## src/rtl/arm_pkg.sv

```systemverilog
// Shared ARM execute-stage definitions: condition codes, NZCV bit positions
// and the EX/MEM control bundle.
package arm_pkg;

  typedef enum logic [3:0] {
    COND_EQ = 4'b0000,
    COND_NE = 4'b0001,
    COND_CS = 4'b0010,
    COND_CC = 4'b0011,
    COND_MI = 4'b0100,
    COND_PL = 4'b0101,
    COND_VS = 4'b0110,
    COND_VC = 4'b0111,
    COND_HI = 4'b1000,
    COND_LS = 4'b1001,
    COND_GE = 4'b1010,
    COND_LT = 4'b1011,
    COND_GT = 4'b1100,
    COND_LE = 4'b1101,
    COND_AL = 4'b1110,
    COND_NV = 4'b1111
  } cond_e;

  localparam int unsigned FLAG_N = 3;
  localparam int unsigned FLAG_Z = 2;
  localparam int unsigned FLAG_C = 1;
  localparam int unsigned FLAG_V = 0;

  typedef struct packed {
    logic valid;
    logic reg_write;
    logic mem_write;
    logic undef;
  } exmem_ctrl_t;

endpackage

```

## src/rtl/cond_check.sv

```systemverilog
// Combinational ARM condition evaluator: (cond, nzcv) -> pass.
module cond_check
  import arm_pkg::*;
#(
  parameter bit NV_EXEC = 1'b0
) (
  input  logic [3:0] cond_i,
  input  logic [3:0] nzcv_i,
  output logic       pass_o
);

  logic n, z, c, v;

  assign n = nzcv_i[FLAG_N];
  assign z = nzcv_i[FLAG_Z];
  assign c = nzcv_i[FLAG_C];
  assign v = nzcv_i[FLAG_V];

  always_comb begin
    pass_o = 1'b0;
    case (cond_e'(cond_i))
      COND_EQ: pass_o = z;
      COND_NE: pass_o = ~z;
      COND_CS: pass_o = c;
      COND_CC: pass_o = ~c;
      COND_MI: pass_o = n;
      COND_PL: pass_o = ~n;
      COND_VS: pass_o = v;
      COND_VC: pass_o = ~v;
      COND_HI: pass_o = c & ~z;
      COND_LS: pass_o = ~c | z;
      COND_GE: pass_o = (n == v);
      COND_LT: pass_o = (n != v);
      COND_GT: pass_o = ~z & (n == v);
      COND_LE: pass_o = z | (n != v);
      COND_AL: pass_o = 1'b1;
      COND_NV: pass_o = NV_EXEC;
      default: pass_o = 1'b0;
    endcase
  end

endmodule

```

## src/rtl/cond_flags_stage.sv

```systemverilog
// Execute-stage condition unit: NZCV register, condition gating of writes,
// EX/MEM control register and saturating executed/skipped counters.
module cond_flags_stage
  import arm_pkg::*;
#(
  parameter int unsigned CNT_W   = 16,
  parameter bit          NV_EXEC = 1'b0
) (
  input  logic             clk,
  input  logic             reset_n,
  input  logic             valid_i,
  input  logic             stall_i,
  input  logic             flush_i,
  input  logic [3:0]       cond_i,
  input  logic [3:0]       alu_flags_i,
  input  logic [1:0]       flag_w_i,
  input  logic             pcs_i,
  input  logic             reg_w_i,
  input  logic             mem_w_i,
  input  logic             no_write_i,
  output logic             cond_ex_o,
  output logic             pc_src_o,
  output logic [3:0]       nzcv_o,
  output logic             m_valid_o,
  output logic             m_reg_write_o,
  output logic             m_mem_write_o,
  output logic             undef_o,
  output logic [CNT_W-1:0] exec_cnt_o,
  output logic [CNT_W-1:0] skip_cnt_o
);

  logic [3:0]       nzcv_q, nzcv_d;
  exmem_ctrl_t      ctrl_q, ctrl_d;
  logic [CNT_W-1:0] exec_q, exec_d;
  logic [CNT_W-1:0] skip_q, skip_d;
  logic             pass;
  logic             live;

  cond_check #(.NV_EXEC(NV_EXEC)) u_cond_check (
    .cond_i (cond_i),
    .nzcv_i (nzcv_q),
    .pass_o (pass)
  );

  assign live      = valid_i & ~flush_i;
  assign cond_ex_o = live & pass;
  assign pc_src_o  = pcs_i & cond_ex_o;

  always_comb begin
    nzcv_d = nzcv_q;
    ctrl_d = ctrl_q;
    exec_d = exec_q;
    skip_d = skip_q;
    if (!stall_i) begin
      if (cond_ex_o && flag_w_i[1]) begin
        nzcv_d[FLAG_N] = alu_flags_i[FLAG_N];
        nzcv_d[FLAG_Z] = alu_flags_i[FLAG_Z];
      end
      if (cond_ex_o && flag_w_i[0]) begin
        nzcv_d[FLAG_C] = alu_flags_i[FLAG_C];
        nzcv_d[FLAG_V] = alu_flags_i[FLAG_V];
      end
      ctrl_d.valid     = live;
      ctrl_d.reg_write = reg_w_i & ~no_write_i & cond_ex_o;
      ctrl_d.mem_write = mem_w_i & cond_ex_o;
      ctrl_d.undef     = live & (cond_i == COND_NV) & ~NV_EXEC;
      // Counters stick at all-ones rather than wrapping.
      if (live) begin
        if (pass) begin
          if (exec_q != '1) exec_d = exec_q + CNT_W'(1);
        end else begin
          if (skip_q != '1) skip_d = skip_q + CNT_W'(1);
        end
      end
    end
  end

  always_ff @(posedge clk or negedge reset_n) begin
    if (!reset_n) begin
      nzcv_q <= '0;
      ctrl_q <= '0;
      exec_q <= '0;
      skip_q <= '0;
    end else begin
      nzcv_q <= nzcv_d;
      ctrl_q <= ctrl_d;
      exec_q <= exec_d;
      skip_q <= skip_d;
    end
  end

  assign nzcv_o        = nzcv_q;
  assign m_valid_o     = ctrl_q.valid;
  assign m_reg_write_o = ctrl_q.reg_write;
  assign m_mem_write_o = ctrl_q.mem_write;
  assign undef_o       = ctrl_q.undef;
  assign exec_cnt_o    = exec_q;
  assign skip_cnt_o    = skip_q;

endmodule

```

## config.mk

```make
export PLATFORM = sky130hd
export DESIGN_NAME = cond_flags_stage
export DESIGN_NICKNAME = d
export VERILOG_FILES = /design/src/rtl/arm_pkg.sv /design/src/rtl/cond_check.sv /design/src/rtl/cond_flags_stage.sv
export SDC_FILE = /design/constraint.sdc
export NUM_CORES = 1
export LEC_CHECK = 0
export BUFFER_PORTS_ARGS = -buffer_cell sky130_fd_sc_hd__buf_2
export CAP_MARGIN = 20
export CORE_ASPECT_RATIO = 1.75
export CORE_MARGIN = 10
export CORE_UTILIZATION = 48
export DETAILED_ROUTE_END_ITERATION = 7
export PLACE_DENSITY = 0.75
export SYNTH_ARGS = -nofsm -noshare
export SYNTH_HDL_FRONTEND = slang
export SYNTH_SLANG_ARGS = --single-unit
```

## constraint.sdc

```tcl
create_clock -name clk -period 5.8 [get_ports clk]
set_input_delay 0.87 -clock clk [delete_from_list [all_inputs] [get_ports clk]]
set_output_delay 0.87 -clock clk [all_outputs]
set_load 0.03 [all_outputs]
```

==> qor.yml, run 1 <==
synthCells: 185
synthXorXnorAreaFrac_pct: 13.7
r2r_slack_ns: 3.42
whs_ns: 0.474
cts-hold-fix-buffers: 0
cts_resized: 0
p_leak_nw: 1.28
finalNonFillerCells: 299
clk_latency_ns: 0.29
synth_edf_count: 0
max_slew_margin_pct: 41.6
fillers: 416
cts_root_buffer: "clkbuf_8"
start_util_pct: 49.7
yosysWarnings: 0
rows: 31
max-cap-violations: 0
yosysMostFrequentCell: "dfrtp_1"
hold_start: "m_reg_write_o"
avgSynthCellArea_um2: 11.0
yosys.area_share.simple_pct: 24.4
worstMarginPinSlew_ns: 0.876
p_seq_share_pct: 44.7
async_flop_share_pct: 100
synthFlopType: "dfrtp_1"
switching_share_pct: 38.6
setup_viol: 0
hold_end: "m_reg_write_o"
critPathMaxFanout: 6
outcome: "completed"
clock_path_buffers: 2
seq_area_frac_synth_pct: 49.0
hold_class: "flop to flop"
dr.pass1.iters: 4
clock_power_share_pct: 22.5
max_freq_ghz: 0.284
hold_violations: 0
rsz0062_at_grt: "false"
nets: 270
cts_tree: "built"
fp.dieH_um: 106
min_delay_path_depth: 2
comb_power_share_pct: 32.8
io_buffers: 60
required_ns: 4.93
wire_per_inst_um: 16.2
diodes: 0
internal-power_w: 0.000520
gp_congestion: 0.856
cts.sinks: 40
die_w_um: 69.3
reg2reg_depth: 6
critPathLaunchType: "input port"
syn_nets: 206
ys_types: 44
ios: 61
gr-total-overflow: 0
drt-initial-drc-count: 65
drt-total-wl_um: 4840
fin_crit_ns: 3.52
numCtsBuffers: 5
place_area_mm2: 0.00239
synth_top_family_by_area: "simple AND/OR/NAND/NOR gates"
min_period_over_period_pct: 60.7
viasPerCell: 5.45
drive_gt1_share_pct: 33.2
r2r-end: "skip_cnt_o[1]"
p_switching_w: 0.000327
yosys.area_share.adder_pct: 1.22
grt_pass1_wl_um: 8140
dieArea_mm2: 0.00737
synth_area_leaders: "dfrtp_1 (49%), xnor2_1 (7.7%), xor2_1 (6.0%)"
hpwlAfterDp_um: 3740
coreArea_mm2: 0.00411
track_usage_pct: 13.1
grt_pass1_vias: 1746
netlist_area_mm2: 0.00204
synth_common_cells: "dfrtp_1 (40), nand2_1 (20), xnor2_1 (18)"
crit_type: "input port to primary output"
grt_max_degree: 41
skew_ns: 0.00738
tns_ns: 0
final_area_mm2: 0.00248
synth_compound_area_share_pct: 5.14
ys_ff_latch: 40
drtAntennaViolNets: 0
antenna_found_initial: 0
clk_pin_slew_ns: 0.07
endpoint_kind: "primary output"
dp.cells: 291
slew_viol_final: 0
crit_arrival_ns: 2.65
yosysTopAreaCell: "dfrtp_1"
rr_startpoint: "nzcv_o[0]"
yosysTopAreaCellShare_pct: 49.0
drcViolationCount: 0
cts_setup_buffers: 0
ir_drop_mv: 0.314
cts_max_level: 2
muxShareOfSynthArea_pct: 4.53
powerDensity_mw_per_mm2: 342
vias: 1631
syn2layout_area_growth_pct: 21.2
-- worst max-delay path, cell delays in order --
cell and delay (ns):
buf_2 0.13, and2_1 0.18, a32o_1 0.27, o311ai_2 0.31, nand4_2 0.20, and2_4 0.21, and3b_1 0.17, and2_1 0.14
buf_2 0.17
-- area by class of cell --
class                   instances  area [um^2]  area share, %
clock buffers                   8         90.1           3.64
inverters                       4         15.0          0.606
multi-input cells             137         1000           40.5
flip-flops and latches         40         1000           40.4
well taps                      49         61.3           2.47
repair buffers                 61          308           12.4
-- state kept, by name, summed over array words and instances, names as in the netlist --
| register | cells |
|---|---|
| m_reg_write_o | 1 |
| skip_cnt_o | 16 |
| m_valid_o | 1 |
| undef_o | 1 |
| exec_cnt_o | 16 |
| m_mem_write_o | 1 |
| nzcv_o | 4 |
-- metrics by stage --
stage | total power (W) | util, % | setup WS [ns]
2_1_floorplan | 0.000568 | - | 2.38
3_3_place_gp | 0.000657 | 58.1 | 2.34
3_5_place_dp | 0.000665 | 58.1 | 2.30
4_1_cts | 0.000858 | 60.3 | 2.28
5_1_grt | 0.000895 | 60.3 | 2.20
6_report | 0.000846 | 60.3 | 2.28
-- power groups by stage --
| stage | Sequential [W] | Clock [W] | Combinational [W] |
|---|---|---|---|
| global placement | 0.000381 | 0 | 0.000276 |
| detailed placement | 0.000382 | 0 | 0.000283 |
| CTS | 0.000378 | 0.000197 | 0.000284 |
| global route | 0.000386 | 0.000206 | 0.000303 |
| floorplan | 0.000457 | 0 | 0.000111 |
| finish | 0.000378 | 0.000190 | 0.000278 |
-- cells by family after synthesis --
family | after synthesis
compound gates | 12
xor+xnor | 32
fa+ha+maj | 2
simple gates | 84
buf+inv | 8
mux | 7
flops | 40
-- metal layers --
layer / vias to the layer above / track usage [%] / wire (um)
met5: - / 0 / 0
met4: 0 / 5.64 / 104
met3: 11 / 4.56 / 294
met2: 41 / 23.2 / 2630
met1: 797 / 13.5 / 1810
li1: 782 / - / -
-- cells in the final DEF, fill, tap and decap left out, types with 2 or more instances in the layout --
cell	netlist	final
nand4b_1	2	2
mux2_4	4	4
nor3_1	5	5
dfrtp_1	40	40
or3_1	3	3
buf_2	2	60
nand2_1	20	20
nor4_1	3	3
mux2_2	2	2
xnor2_1	18	18
inv_1	4	4
clkbuf_8	0	6
and3_1	7	7
ha_1	2	2
clkbuf_1	1	2
and2_1	2	2
nand3_1	9	9
a32o_1	2	2
nand4_2	2	2
and3_4	2	2
and4_1	5	5
nor2_1	6	6
nand4_1	8	8
xor2_1	14	14
o21ai_0	2	2
-- how the worst max path moves through the flow --
stage,start,to
global placement,cond_i[2],pc_src_o
finish,cond_i[2],pc_src_o
floorplan,cond_i[0],pc_src_o
detailed placement,cond_i[2],pc_src_o
global route,cond_i[2],pc_src_o
CTS,cond_i[2],pc_src_o
(Power assumes the default switching activity.)
==> run 2, diff against run 1 <==
Clock period 5.8 ns to 3.5 ns, I/O delays scaled along.
==> run 2 against run 1 <==
  * Routed wire length rose by 0.78%
  * Worst hold slack got worse by 0.14 ns
  * Non-clock buffer count did not move
  * Combinational power rose by 65%
  * Critical path type is now flop to primary output
  * Critical endpoint unchanged
==> qor.yml, run 2 (synthesized netlist as in run 1, its figures left out) <==
slew_viol_final: 0  # unchanged
fillers: 404  # -2.9%
endpoint_kind: "primary output"
syn2layout_area_growth_pct: 21.2  # unchanged
wl_met2_um: 2600  # -1.1%
drive_gt1_share_pct: 33.2  # unchanged
cts_max_level: 2  # unchanged
ir_drop_mv: 0.446  # +42%
critPathMaxFanout: 6  # unchanged
max_freq_ghz: 0.338
crit_path_top_delay_cell: "dfrtp_1"
pre_cts_ws_ns: 0.687  # -1.61 ns
gr-total-overflow: 0  # unchanged
power_w: 0.00140  # +65%
diodes: 0  # unchanged
layout_common_cells: "buf_2 (60), dfrtp_1 (40), nand2_1 (20), xnor2_1 (18), xor2_1 (14)"
multi_input_area_mm2: 0.00100  # unchanged
hold_violations: 0  # unchanged
r2r-end: "exec_cnt_o[4]"
cts_resized: 0  # unchanged
path_depth: 8  # -1
hold_class: "input port to asynchronous set/reset pin"
dr.pass1.iters: 4  # unchanged
crit_arrival_ns: 2.43  # -0.22 ns
die_w_um: 69.3  # unchanged
slowest_delay_ns: 0.42  # +0.11 ns
dieArea_mm2: 0.00737  # unchanged
clock_path_buffers: 2  # unchanged
highest_layer: "met4"
rows: 31  # unchanged
drcViolationCount: 0  # unchanged
cp_cell_sequence: "xor2_1 > a32o_1 > o311ai_2 > nand4_2 > and2_4 > and3b_1 > and2_1 > buf_2"
cp-endpoint: "pc_src_o"
io_buffers: 60  # unchanged
setup_viol: 0  # unchanged
cts_tree: "built"
grt_max_degree: 41  # unchanged
worst_slack_ns: 0.541  # -1.74 ns
rsz0062_at_grt: "false"
clk_pin_slew_ns: 0.07  # about the same
worstMarginPinSlew_ns: 0.868  # -0.00842 ns
dr_wl_met3_um: 294  # unchanged
cts_setup_buffers: 0  # unchanged
drtAntennaViolNets: 0  # unchanged
max_slew_margin_pct: 42.1  # +0.56 points
skew_ns: 0.00562  # -0.00177 ns
critPathBufInv: 1  # -1
p_leak_nw: 1.28  # unchanged
drt-total-wl_um: 4880  # +0.78%
cts.sinks: 40  # unchanged
required_ns: 2.97  # -1.96 ns
grt_pass1_vias: 1787  # +2.3%
critPathTopFamily: "simple AND/OR/NAND/NOR gates"
whs_ns: 0.336  # -0.138 ns
wl_met1_um: 1810  # unchanged
gp_congestion: 0.907  # +6.0%
powerDensity_mw_per_mm2: 565  # +65%
grt_pass1_wl_um: 8310  # +2.1%
seq_area_mm2: 0.00100  # unchanged
crit_type: "flop to primary output"
drt-initial-drc-count: 70  # +7.7%
cts_root_buffer: "clkbuf_8"
vias: 1660  # +1.8%
hpwlAfterDp_um: 3760  # +0.57%
antenna_found_initial: 0  # unchanged
mostFrequentLayoutCell: "buf_2"
tns_ns: 0  # unchanged
wire_per_inst_um: 16.3  # +0.78%
fp.dieH_um: 106  # unchanged
critPathLaunchType: "flop"
nets: 270  # unchanged
coreArea_mm2: 0.00411  # unchanged
track_usage_pct: 13.5  # +0.37 points
min_period_over_period_pct: 84.6
fin_crit_ns: 2.96
start_util_pct: 49.7  # unchanged
startpoint: "nzcv_o[0]"
ios: 61  # unchanged
r2r_slack_ns: 1.08  # -2.34 ns
numCtsBuffers: 5  # unchanged
clk_latency_ns: 0.29  # about the same
max-cap-violations: 0  # unchanged
outcome: "completed"
reg2reg_depth: 7  # +1
rr_startpoint: "exec_cnt_o[4]"
viasPerCell: 5.55  # +1.8%
cts-hold-fix-buffers: 0  # unchanged
run 2: worst min path at each step:
stage | cells past startpoint | endpoint | start
after global routing | 1 | exec_cnt_o[12] | reset_n
final | 1 | skip_cnt_o[3] | reset_n
after global placement | 2 | m_reg_write_o | m_reg_write_o
after detailed placement | 2 | m_reg_write_o | m_reg_write_o
after floorplan | 0 | exec_cnt_o[0] | reset_n
after CTS | 1 | exec_cnt_o[12] | reset_n
run 2: routing by layer:
metal	vias up	track usage [%]
met5	-	0
met4	0	8.09
met3	16	3.82
met2	53	23.7
met1	811	13.7
li1	780	-
run 2: where the power goes:
part           leakage, nW  internal (W)  switching [W]
logic                0.706      0.000168       0.000291
registers            0.533      0.000532      0.0000918
clock network       0.0455      0.000161       0.000155
run 2: final cells by class:
type	count	share of cell area [%]
Clock buffer	8	3.64
Sequential cell	40	40.4
Timing Repair Buffer	61	12.4
Multi-Input combinational cell	137	40.5
Tap cell	49	2.47
Inverter	4	0.606
run 2: worst register-to-register path, stage by stage, from the launching register on:
cell and delay (ns):
dfrtp_1 0.43, and4_1 0.25, and3_1 0.21, and3_1 0.24
a21boi_1 0.28, nand3_2 0.33, or3_1 0.44, xnor2_1 0.13
run 2: metrics by stage:
stage          utilization (%)  cell area (um^2)  cells
2_1_floorplan                -              2040    185
3_3_place_gp              58.1              2390    291
3_5_place_dp              58.1              2390    291
4_1_cts                   60.3              2480    299
5_1_grt                   60.3              2480    299
6_report                  60.3              2480    299
==> run 3, diff against run 2 <==
Settings changed: ABC_AREA from default to 1, PLACE_DENSITY 0.75 to 0.73.
Clock period 3.5 ns to 2.75 ns, I/O delays scaled along.
==> run 3 against run 2 <==
  * Power rose by 39%
  * Worst setup slack got worse by 0.24 ns
  * Critical endpoint unchanged
  * Final cell count rose by 61%
  * Die area rose by 20%
  * Critical path type unchanged
  * Routed wire length rose by 38%
  * First-iteration DRC count rose by 120%
  * Core utilization fell by 3.3 points
==> qor.yml, run 3 <==
r2r_slack_ns: 0.47  # -0.61 ns
track_usage_pct: 16.1  # +2.7 points
vias: 2522  # +52%
ir_drop_mv: 0.495  # +11%
p_leak_nw: 1.58  # +23%
worstMarginPinSlew_ns: 0.918  # +0.0497 ns
nets: 447  # +66%
hold_violations: 0  # unchanged
dieArea_mm2: 0.00887  # +20%
setup_viol: 0  # unchanged
synth_common_cells: "nand2_1 (124), nand3_1 (45), nor2_1 (42)"
drcViolationCount: 0  # unchanged
max_freq_ghz: 0.408
crit_path_top_delay_cell: "dfrtp_1"
syn2layout_area_growth_pct: 15.2
reg2reg_depth: 9  # +2
critPathLaunchType: "flop"
grt_pass1_wl_um: 11600  # +40%
wire_per_inst_um: 14.0  # -14%
cp_cell_sequence: "inv_1 > nand2_1 > nand2_1 > nand2_1 > nand2_1 > nand3_1 > nand2_1 > inv_2 > nand2_2 > nand2_4 > nor3b_1 > buf_2"
mostFrequentLayoutCell: "nand2_1"
yosysTopAreaCell: "dfrtp_1"
cts_root_buffer: "clkbuf_8"
clock_path_buffers: 2  # unchanged
synthFlopType: "dfrtp_1"
critPathTopFamily: "simple AND/OR/NAND/NOR gates"
yosysTopAreaCellShare_pct: 38.5  # -10 points
pre_cts_ws_ns: 0.496  # -0.191 ns
yosysMostFrequentCell: "nand2_1"
power_w: 0.00194  # +39%
utilization_pct: 57.0  # -3.3 points
coreArea_mm2: 0.00526  # +28%
slowest_delay_ns: 0.43  # about the same
required_ns: 2.34  # -0.63 ns
wl_met2_um: 3670  # +41%
highest_layer: "met4"
critPathMaxFanout: 15  # +9
skew_ns: 0.00650  # +0.000878 ns
synthCells: 365  # +97%
antenna_found_initial: 0  # unchanged
crit_arrival_ns: 2.04  # -0.39 ns
slew_viol_final: 0  # unchanged
grt_max_degree: 41  # unchanged
hpwlAfterDp_um: 5260  # +40%
async_flop_share_pct: 100  # unchanged
rows: 35  # +13%
dr.pass1.iters: 4  # unchanged
drt-total-wl_um: 6760  # +38%
cts.sinks: 40  # unchanged
drt-initial-drc-count: 156  # +120%
yosysWarnings: 0  # unchanged
min_period_over_period_pct: 89.1
numCtsBuffers: 5  # unchanged
critPathBufInv: 3  # +2
synth_area_leaders: "dfrtp_1 (39%), nand2_1 (18%), nand3_1 (8.7%)"
wl_met1_um: 2530  # +40%
endpoint_kind: "primary output"
ys_types: 27  # -39%
ios: 61  # unchanged
seq_area_frac_synth_pct: 38.5  # -10 points
tns_ns: 0  # unchanged
max_slew_margin_pct: 38.8  # -3.3 points
worst_slack_ns: 0.299  # -0.242 ns
synth_edf_count: 0  # unchanged
syn_nets: 386  # +87%
viasPerCell: 5.24  # -5.6%
max-cap-violations: 0  # unchanged
hold_class: "input port to asynchronous set/reset pin"
r2r-end: "skip_cnt_o[15]"
gr-total-overflow: 0  # unchanged
fp.dieH_um: 117  # +10%
fin_crit_ns: 2.45
cts_tree: "built"
cts-hold-fix-buffers: 0  # unchanged
clk_latency_ns: 0.30  # about the same
gp_congestion: 0.895  # -1.3%
cts_max_level: 2  # unchanged
netlist_area_mm2: 0.00260  # +27%
cts_resized: 0  # unchanged
diodes: 0  # unchanged
layout_common_cells: "nand2_1 (124), buf_2 (60), nand3_1 (45), nor2_1 (42), dfrtp_1 (40)"
grt_pass1_vias: 2545  # +42%
powerDensity_mw_per_mm2: 650  # +15%
drtAntennaViolNets: 0  # unchanged
drive_gt1_share_pct: 20.4  # -13 points
io_buffers: 60  # unchanged
fillers: 501  # +24%
rsz0062_at_grt: "false"
dr_wl_met3_um: 386  # +31%
die_w_um: 75.6  # +9.1%
clk_pin_slew_ns: 0.08  # about the same
crit_type: "flop to primary output"
rr_startpoint: "skip_cnt_o[0]"
start_util_pct: 49.4  # -0.27 points
outcome: "completed"
path_common_cell: "nand2_1"
avgSynthCellArea_um2: 7.12  # -36%
ys_ff_latch: 40  # unchanged
cts_setup_buffers: 0  # unchanged
run 3: changes by cell type after synthesis, moves of 4 or more:
cell | before | now
o21ai_2 | 0 | 4
xor2_1 | 14 | 9
and3_1 | 7 | 0
nand3_1 | 9 | 45
nor2_1 | 6 | 42
mux2_4 | 4 | 0
o21ai_1 | 0 | 6
nand2_1 | 20 | 124
nand2_2 | 0 | 5
and4_1 | 5 | 0
inv_1 | 4 | 29
run 3: cell families after synthesis:
kind of cell | share of synthesized area [%]
simple gates | 40.2
flops | 38.5
fa+ha+maj | 0.963
compound gates | 3.52
buf+inv | 7.32
xor+xnor | 9.44
run 3: stage by stage:
step / instances / cell area, um^2 / hold slack, ns
final: 481 / 2990 / 0.247
after global routing: 481 / 2990 / 0.323
after CTS: 481 / 2990 / 0.285
after detailed placement: 474 / 2920 / 0.465
after global placement: 474 / 2920 / 0.465
after floorplan: 365 / 2600 / 0.117
run 3: per-layer routing:
metal  global-route usage, %  vias to the layer above
li1                        -                     1274
met1                    17.3                     1174
met2                    29.0                       60
met3                    3.21                       14
met4                    5.96                        0
met5                       0                        -
run 3: worst register-to-register path: stages (launching register included):
cell	delay, ns
dfrtp_1	0.42
ha_1	0.26
nand3_1	0.13
inv_1	0.07
nand2_1	0.09
nor3_1	0.06
a21oi_2	0.48
nand2_2	0.39
nand2_1	0.19
o21ai_2	0.07
run 3: area by class of cell:
| type | instances | area, um^2 | area share [%] |
|---|---|---|---|
| clock buffer | 6 | 72.6 | 2.42 |
| clock inverter | 1 | 5.00 | 0.167 |
| inverter | 33 | 124 | 4.14 |
| multi-input combinational | 284 | 1410 | 47.0 |
| sequential | 40 | 1000 | 33.4 |
| tap | 55 | 68.8 | 2.30 |
| timing repair buffer | 62 | 315 | 10.5 |
run 3: where the power goes:
part / leakage (nW) / switching (W) / total, W / internal [W]
Sequential: 0.543 / 0.000136 / 0.000820 / 0.000684
Combinational: 0.997 / 0.000516 / 0.000749 / 0.000233
Clock: 0.0410 / 0.000203 / 0.000376 / 0.000173
Total: 1.58 / 0.000856 / 0.00194 / 0.00109
run 3: how the worst max path moves through the flow:
stage	end	start	cells after the start
2_1_floorplan	pc_src_o	nzcv_o[3]	11
3_3_place_gp	pc_src_o	cond_i[3]	11
3_5_place_dp	skip_cnt_o[15]	skip_cnt_o[0]	9
4_1_cts	pc_src_o	nzcv_o[3]	12
5_1_grt	pc_src_o	nzcv_o[3]	12
6_report	pc_src_o	nzcv_o[3]	12
